===== src/rtl/kbd_ram_writer_if.sv =====
// Keystroke-in / BRAM-write-out bundle between keyboard decoder, writer and RAM.
// master drives key strobes and observes writes; slave is the writer itself.
interface kbd_ram_writer_if #(
    parameter int DATA_W = 8,
    parameter int ADDR_W = 6
);
    logic              key_ready;
    logic [DATA_W-1:0] key_code;
    logic              write_enable;
    logic [ADDR_W-1:0] address;
    logic [DATA_W-1:0] write_data;

    modport master (
        output key_ready, key_code,
        input  write_enable, address, write_data
    );

    modport slave (
        input  key_ready, key_code,
        output write_enable, address, write_data
    );
endinterface


===== src/rtl/kbd_ram_writer.sv =====
// Keystroke to BRAM write controller: one registered write 1 cycle after each key strobe.
// No backpressure on keys; while busy (clear sweep) strobes are dropped silently.
module kbd_ram_writer #(
    parameter int              DATA_W    = 8,
    parameter int              ADDR_W    = 6,
    parameter int              DEPTH     = 64,
    parameter int              WRAP_MODE = 0,
    parameter logic [DATA_W-1:0] BKSP_CODE = 8'h66,
    parameter logic [DATA_W-1:0] CLR_CODE  = 8'h76
) (
    input  logic              clk,
    input  logic              rst,
    kbd_ram_writer_if.slave   bus,
    output logic [ADDR_W:0]   count,
    output logic              full,
    output logic              overflow,
    output logic              busy
);
    localparam logic [ADDR_W-1:0] LAST    = ADDR_W'(DEPTH - 1);
    localparam logic [ADDR_W:0]   DEPTH_C = (ADDR_W + 1)'(DEPTH);

    typedef enum logic {IDLE, CLEAR} state_t;

    state_t            state;
    logic [ADDR_W-1:0] wr_ptr;
    logic [ADDR_W-1:0] clr_ptr;
    logic [ADDR_W-1:0] nxt_ptr;
    logic [ADDR_W-1:0] prv_ptr;

    // Pointer arithmetic wraps at DEPTH, which need not be a power of two.
    assign nxt_ptr = (wr_ptr == LAST) ? '0 : wr_ptr + 1'b1;
    assign prv_ptr = (wr_ptr == '0) ? LAST : wr_ptr - 1'b1;
    assign full    = (count == DEPTH_C);

    always_ff @(posedge clk) begin
        if (rst) begin
            state            <= IDLE;
            wr_ptr           <= '0;
            clr_ptr          <= '0;
            count            <= '0;
            overflow         <= 1'b0;
            busy             <= 1'b0;
            bus.write_enable <= 1'b0;
            bus.address      <= '0;
            bus.write_data   <= '0;
        end else begin
            case (state)
                IDLE: begin
                    bus.write_enable <= 1'b0;
                    if (bus.key_ready) begin
                        if (bus.key_code == CLR_CODE) begin
                            state   <= CLEAR;
                            busy    <= 1'b1;
                            clr_ptr <= '0;
                        end else if (bus.key_code == BKSP_CODE) begin
                            if (count != '0) begin
                                wr_ptr           <= prv_ptr;
                                bus.write_enable <= 1'b1;
                                bus.address      <= prv_ptr;
                                bus.write_data   <= '0;
                                count            <= count - 1'b1;
                            end
                        end else if (count != DEPTH_C) begin
                            wr_ptr           <= nxt_ptr;
                            bus.write_enable <= 1'b1;
                            bus.address      <= wr_ptr;
                            bus.write_data   <= bus.key_code;
                            count            <= count + 1'b1;
                        end else if (WRAP_MODE != 0) begin
                            // Full in wrap mode: overwrite the oldest entry, count saturates.
                            wr_ptr           <= nxt_ptr;
                            bus.write_enable <= 1'b1;
                            bus.address      <= wr_ptr;
                            bus.write_data   <= bus.key_code;
                        end else begin
                            overflow <= 1'b1;
                        end
                    end
                end
                CLEAR: begin
                    bus.write_enable <= 1'b1;
                    bus.address      <= clr_ptr;
                    bus.write_data   <= '0;
                    if (clr_ptr == LAST) begin
                        state    <= IDLE;
                        busy     <= 1'b0;
                        wr_ptr   <= '0;
                        count    <= '0;
                        overflow <= 1'b0;
                    end else begin
                        clr_ptr <= clr_ptr + 1'b1;
                    end
                end
                default: state <= IDLE;
            endcase
        end
    end
endmodule


===== src/flat_wrapper.sv =====
// flat-port wrapper written by rule: the top's interface ports become plain ports
module kbd_ram_writer_flat 
#(
    parameter int              DATA_W    = 8,
    parameter int              ADDR_W    = 6,
    parameter int              DEPTH     = 64,
    parameter int              WRAP_MODE = 0,
    parameter logic [DATA_W-1:0] BKSP_CODE = 8'h66,
    parameter logic [DATA_W-1:0] CLR_CODE  = 8'h76
)
  (clk, rst, count, full, overflow, busy, bus_key_ready, bus_key_code, bus_write_enable, bus_address, bus_write_data);
  kbd_ram_writer_if #(.DATA_W(DATA_W), .ADDR_W(ADDR_W)) bus_i ();
  input  logic clk;
  input  logic rst;
  output logic [ADDR_W:0] count;
  output logic full;
  output logic overflow;
  output logic busy;
  input wire logic [$bits(bus_i.key_ready)-1:0] bus_key_ready;
  input wire logic [$bits(bus_i.key_code)-1:0] bus_key_code;
  output wire logic [$bits(bus_i.write_enable)-1:0] bus_write_enable;
  output wire logic [$bits(bus_i.address)-1:0] bus_address;
  output wire logic [$bits(bus_i.write_data)-1:0] bus_write_data;
  assign bus_i.key_ready = bus_key_ready;
  assign bus_i.key_code = bus_key_code;
  assign bus_write_enable = bus_i.write_enable;
  assign bus_address = bus_i.address;
  assign bus_write_data = bus_i.write_data;
  kbd_ram_writer #(.DATA_W(DATA_W), .ADDR_W(ADDR_W), .DEPTH(DEPTH), .WRAP_MODE(WRAP_MODE), .BKSP_CODE(BKSP_CODE), .CLR_CODE(CLR_CODE)) u_core (.clk(clk), .rst(rst), .bus(bus_i), .count(count), .full(full), .overflow(overflow), .busy(busy));
endmodule

===== config.mk =====
export PLATFORM = sky130hd
export DESIGN_NAME = kbd_ram_writer_flat
export DESIGN_NICKNAME = d
export VERILOG_FILES = /design/src/rtl/kbd_ram_writer_if.sv /design/src/rtl/kbd_ram_writer.sv /design/src/flat_wrapper.sv
export SDC_FILE = /design/constraint.sdc
export NUM_CORES = 1
export LEC_CHECK = 0
export ABC_AREA = 1
export ABC_CLOCK_PERIOD_IN_PS = 3400
export BUFFER_PORTS_ARGS = -buffer_cell sky130_fd_sc_hd__buf_2
export CAP_MARGIN = 40
export CORE_MARGIN = 2
export CORE_UTILIZATION = 28
export CTS_CLUSTER_DIAMETER = 100
export DETAILED_ROUTE_END_ITERATION = 8
export PLACE_DENSITY = 0.54
export SYNTH_ARGS = -nofsm -noshare
export SYNTH_HDL_FRONTEND = slang
export SYNTH_SLANG_ARGS = --single-unit

===== constraint.sdc =====
create_clock -name clk -period 3.4 [get_ports clk]
set_input_delay 0.51 -clock clk [delete_from_list [all_inputs] [get_ports clk]]
set_output_delay 0.51 -clock clk [all_outputs]
set_load 0.05 [all_outputs]

==> flow_metrics.tcl <==
set metrics [dict create \
    outcome "completed" \
    numPortBuffers 35 \
    reg2reg_from "u_core.clr_ptr[0]" \
    hold_buffers 0 \
    cts_buffers 5 \
    yosysWarnings 0 \
    regArea_sq_um 741 \
    grt_start_max_net_pins 25 \
    clock_path_buffers 2 \
    yosysSeqAreaShare_pct 31.4 \
    grt_first_pass_wirelength_microns 9850 \
    num_antenna_cells 0 \
    worstMarginPinSlew_ns 0.713 \
    skew_ns 0.00677 \
    synth.area.top_cells "dfxtp_1 31%, nand2_1 11%, inv_1 6.8%, nand3_1 5.9%, o21ai_0 5.9%" \
    yosysUniqueCellTypes 38 \
    final.setup.tns_ns 0 \
    worstHoldStart "u_core.bus.write_data[4]" \
    final_max_slew_viol_count 0 \
    setup_viol 0 \
    p_per_area_nw_per_um2 346 \
    worstPathRequired_ns 3.62 \
    synthesis.area_sq_um 2360 \
    wl_microns 5860 \
    fp.dieW_microns 95.8 \
    pre_cts_ws_ns 0.766 \
    nets 392 \
    dr.pass1.iters 4 \
    layout_setup_ws_ns 1.04 \
    r2r-end "u_core.count[0]" \
    grt_pass1_vias 2108 \
    start_util_pct 28.9 \
    synth_top_area_share_pct 31.4 \
    netlist_top_cells_count "71 x nand2_1, 43 x inv_1, 37 x dfxtp_1, 28 x nand3_1, 28 x o21ai_0" \
    slew_headroom_pct 52.4 \
    endpoint "u_core.count[6]" \
    h-tree-depth 2 \
    yosysTopAreaCell "dfxtp_1" \
    core-area_sq_um 8180 \
    yosysMostFrequentCell "nand2_1" \
    synth_cells 339 \
    crit_type "primary input to flop" \
    start_kind "primary input" \
    ios 36 \
    cts_resized 0 \
    area_growth_pct 13.7 \
    avgSynthCellArea_sq_um 6.96 \
    hold_depth 2 \
    synth_edf_count 0 \
    clk_pin_slew_ns 0.08 \
    period_needed_ns 2.36 \
    dieArea_sq_um 9180 \
    synth_flop_cell "dfxtp_1" \
    r2r_cells 8 \
    multi_input_area_sq_um 1360 \
    critPathArrivalTime_ns 2.58 \
    r2r_slack_ns 1.35 \
    cp_max_fo 18 \
    stdcell_count 478 \
    cts_tree "yes" \
    cts.sinks 37 \
    drv_cap 0 \
    viasPerCell 4.65 \
    hold_viol_final 0 \
    num_rows 33 \
    ir_drop_v 0.000159 \
    cts_root_buf "clkbuf_8" \
    syn_nets 359 \
    endpoint_kind "flop" \
    rsz0062_at_grt "false" \
    placed_cells 470 \
    die_h_microns 95.8 \
    gp_congestion 0.888 \
    track_usage_pct 13.5 \
    initialDrtViolationCount 130 \
    clock_latency_ns 0.29 \
    gr-total-overflow 0 \
    ant_nets 0 \
    p_total_w 0.000928 \
    num-fill-cells 900 \
    async_reset_ff_share_pct 0 \
    layout-drive-gt1-share_pct 23.9 \
    route.detailed.drc 0 \
    antenna_found_initial 0 \
    hold_class "flop to flop" \
    post_cts_buffers 0 \
    period_share_pct 69.4 \
    max_freq_ghz 0.424 \
    synth-seq-cells 37 \
    p_leak_nw 1.22 \
    dr_total_vias 2221 \
    crit_start "bus_key_code[0]" \
    wl_per_cell_microns 12.3 \
    hpwl_microns 4360 \
]
==> kinds of logic (layout without fill, tap and decap cells) <==
| kind of cell | count (synthesis) | in the layout | synth area share, % |
|---|---|---|---|
| AOI/OAI and AO/OA | 73 | 73 | 18.2 |
| and+or+nand+nor | 159 | 159 | 33.1 |
| xor gates and xnor gates | 2 | 2 | 1.54 |
| adders and majority gates | 9 | 9 | 4.77 |
| buffers and inverters | 59 | 93 | 11.0 |
| DFF | 37 | 37 | 31.4 |
==> worst min path at each step <==
| stage | slack, ns | to |
|---|---|---|
| after global routing | 0.47 | u_core.bus.write_data[4] |
| after floorplan | 0.46 | u_core.clr_ptr[4] |
| final | 0.44 | u_core.bus.write_data[4] |
| after global placement | 0.43 | u_core.bus.write_data[3] |
| after CTS | 0.44 | u_core.bus.write_data[4] |
| after detailed placement | 0.43 | u_core.bus.write_data[4] |
==> critical path, stage by stage <==
cell	delay (ns)
buf_2	0.10
nor2_1	0.14
nand2_1	0.09
nor2_2	0.57
ha_1	0.40
inv_1	0.10
o21bai_1	0.09
a21boi_0	0.23
nand2_1	0.08
nand2_1	0.06
nand3_1	0.08
a21oi_1	0.13
==> sequential cells by signal, summed over array words and instances (netlist names) <==
signal                   count
u_core.busy                  1
u_core.bus.address           6
u_core.overflow              1
u_core.clr_ptr               6
u_core.wr_ptr                6
u_core.state                 1
u_core.count                 7
u_core.bus.write_enable      1
u_core.bus.write_data        8
==> cell type report <==
type	instances	area share [%]
Clock buffer	5	2.57
Clock inverter	3	0.653
Inverter	50	7.09
Multi-Input combinational cell	243	50.7
Sequential cell	37	27.6
Tap cell	105	4.90
Timing Repair Buffer	35	6.53
==> metal layers <==
| metal | GRT usage [%] | part of all wire [%] | vias to the layer above |
|---|---|---|---|
| met3 | 3.29 | 4.7 | 9 |
| li1 | - | - | 1176 |
| met5 | 0 | 0 | - |
| met1 | 18.0 | 49 | 992 |
| met4 | 3.10 | 1.1 | 0 |
| met2 | 22.1 | 45 | 44 |
==> where the power goes <==
part | leakage [nW] | switching [W] | internal (W)
logic | 0.871 | 0.000115 | 0.0000429
registers | 0.301 | 0.0000106 | 0.000447
clock network | 0.0439 | 0.000171 | 0.000142
==> cell usage in the layout (no fill, tap or decap), types with 11 or more instances in the layout <==
| cell type | n |
|---|---|
| buf_2 | 35 |
| dfxtp_1 | 37 |
| o21ai_0 | 28 |
| nor2_1 | 25 |
| a21oi_1 | 23 |
| nand3_1 | 28 |
| nand2_1 | 71 |
| nand2_2 | 11 |
| inv_1 | 43 |
==> metrics by stage <==
stage	hold slack [ns]	utilization, %	cell area [sq um]
floorplan	0.463	-	2360
global placement	0.429	31.8	2600
detailed placement	0.434	31.8	2600
CTS	0.445	32.8	2680
global route	0.471	32.8	2680
finish	0.439	32.8	2680
No activity file was read; power rests on OpenSTA's default activity.
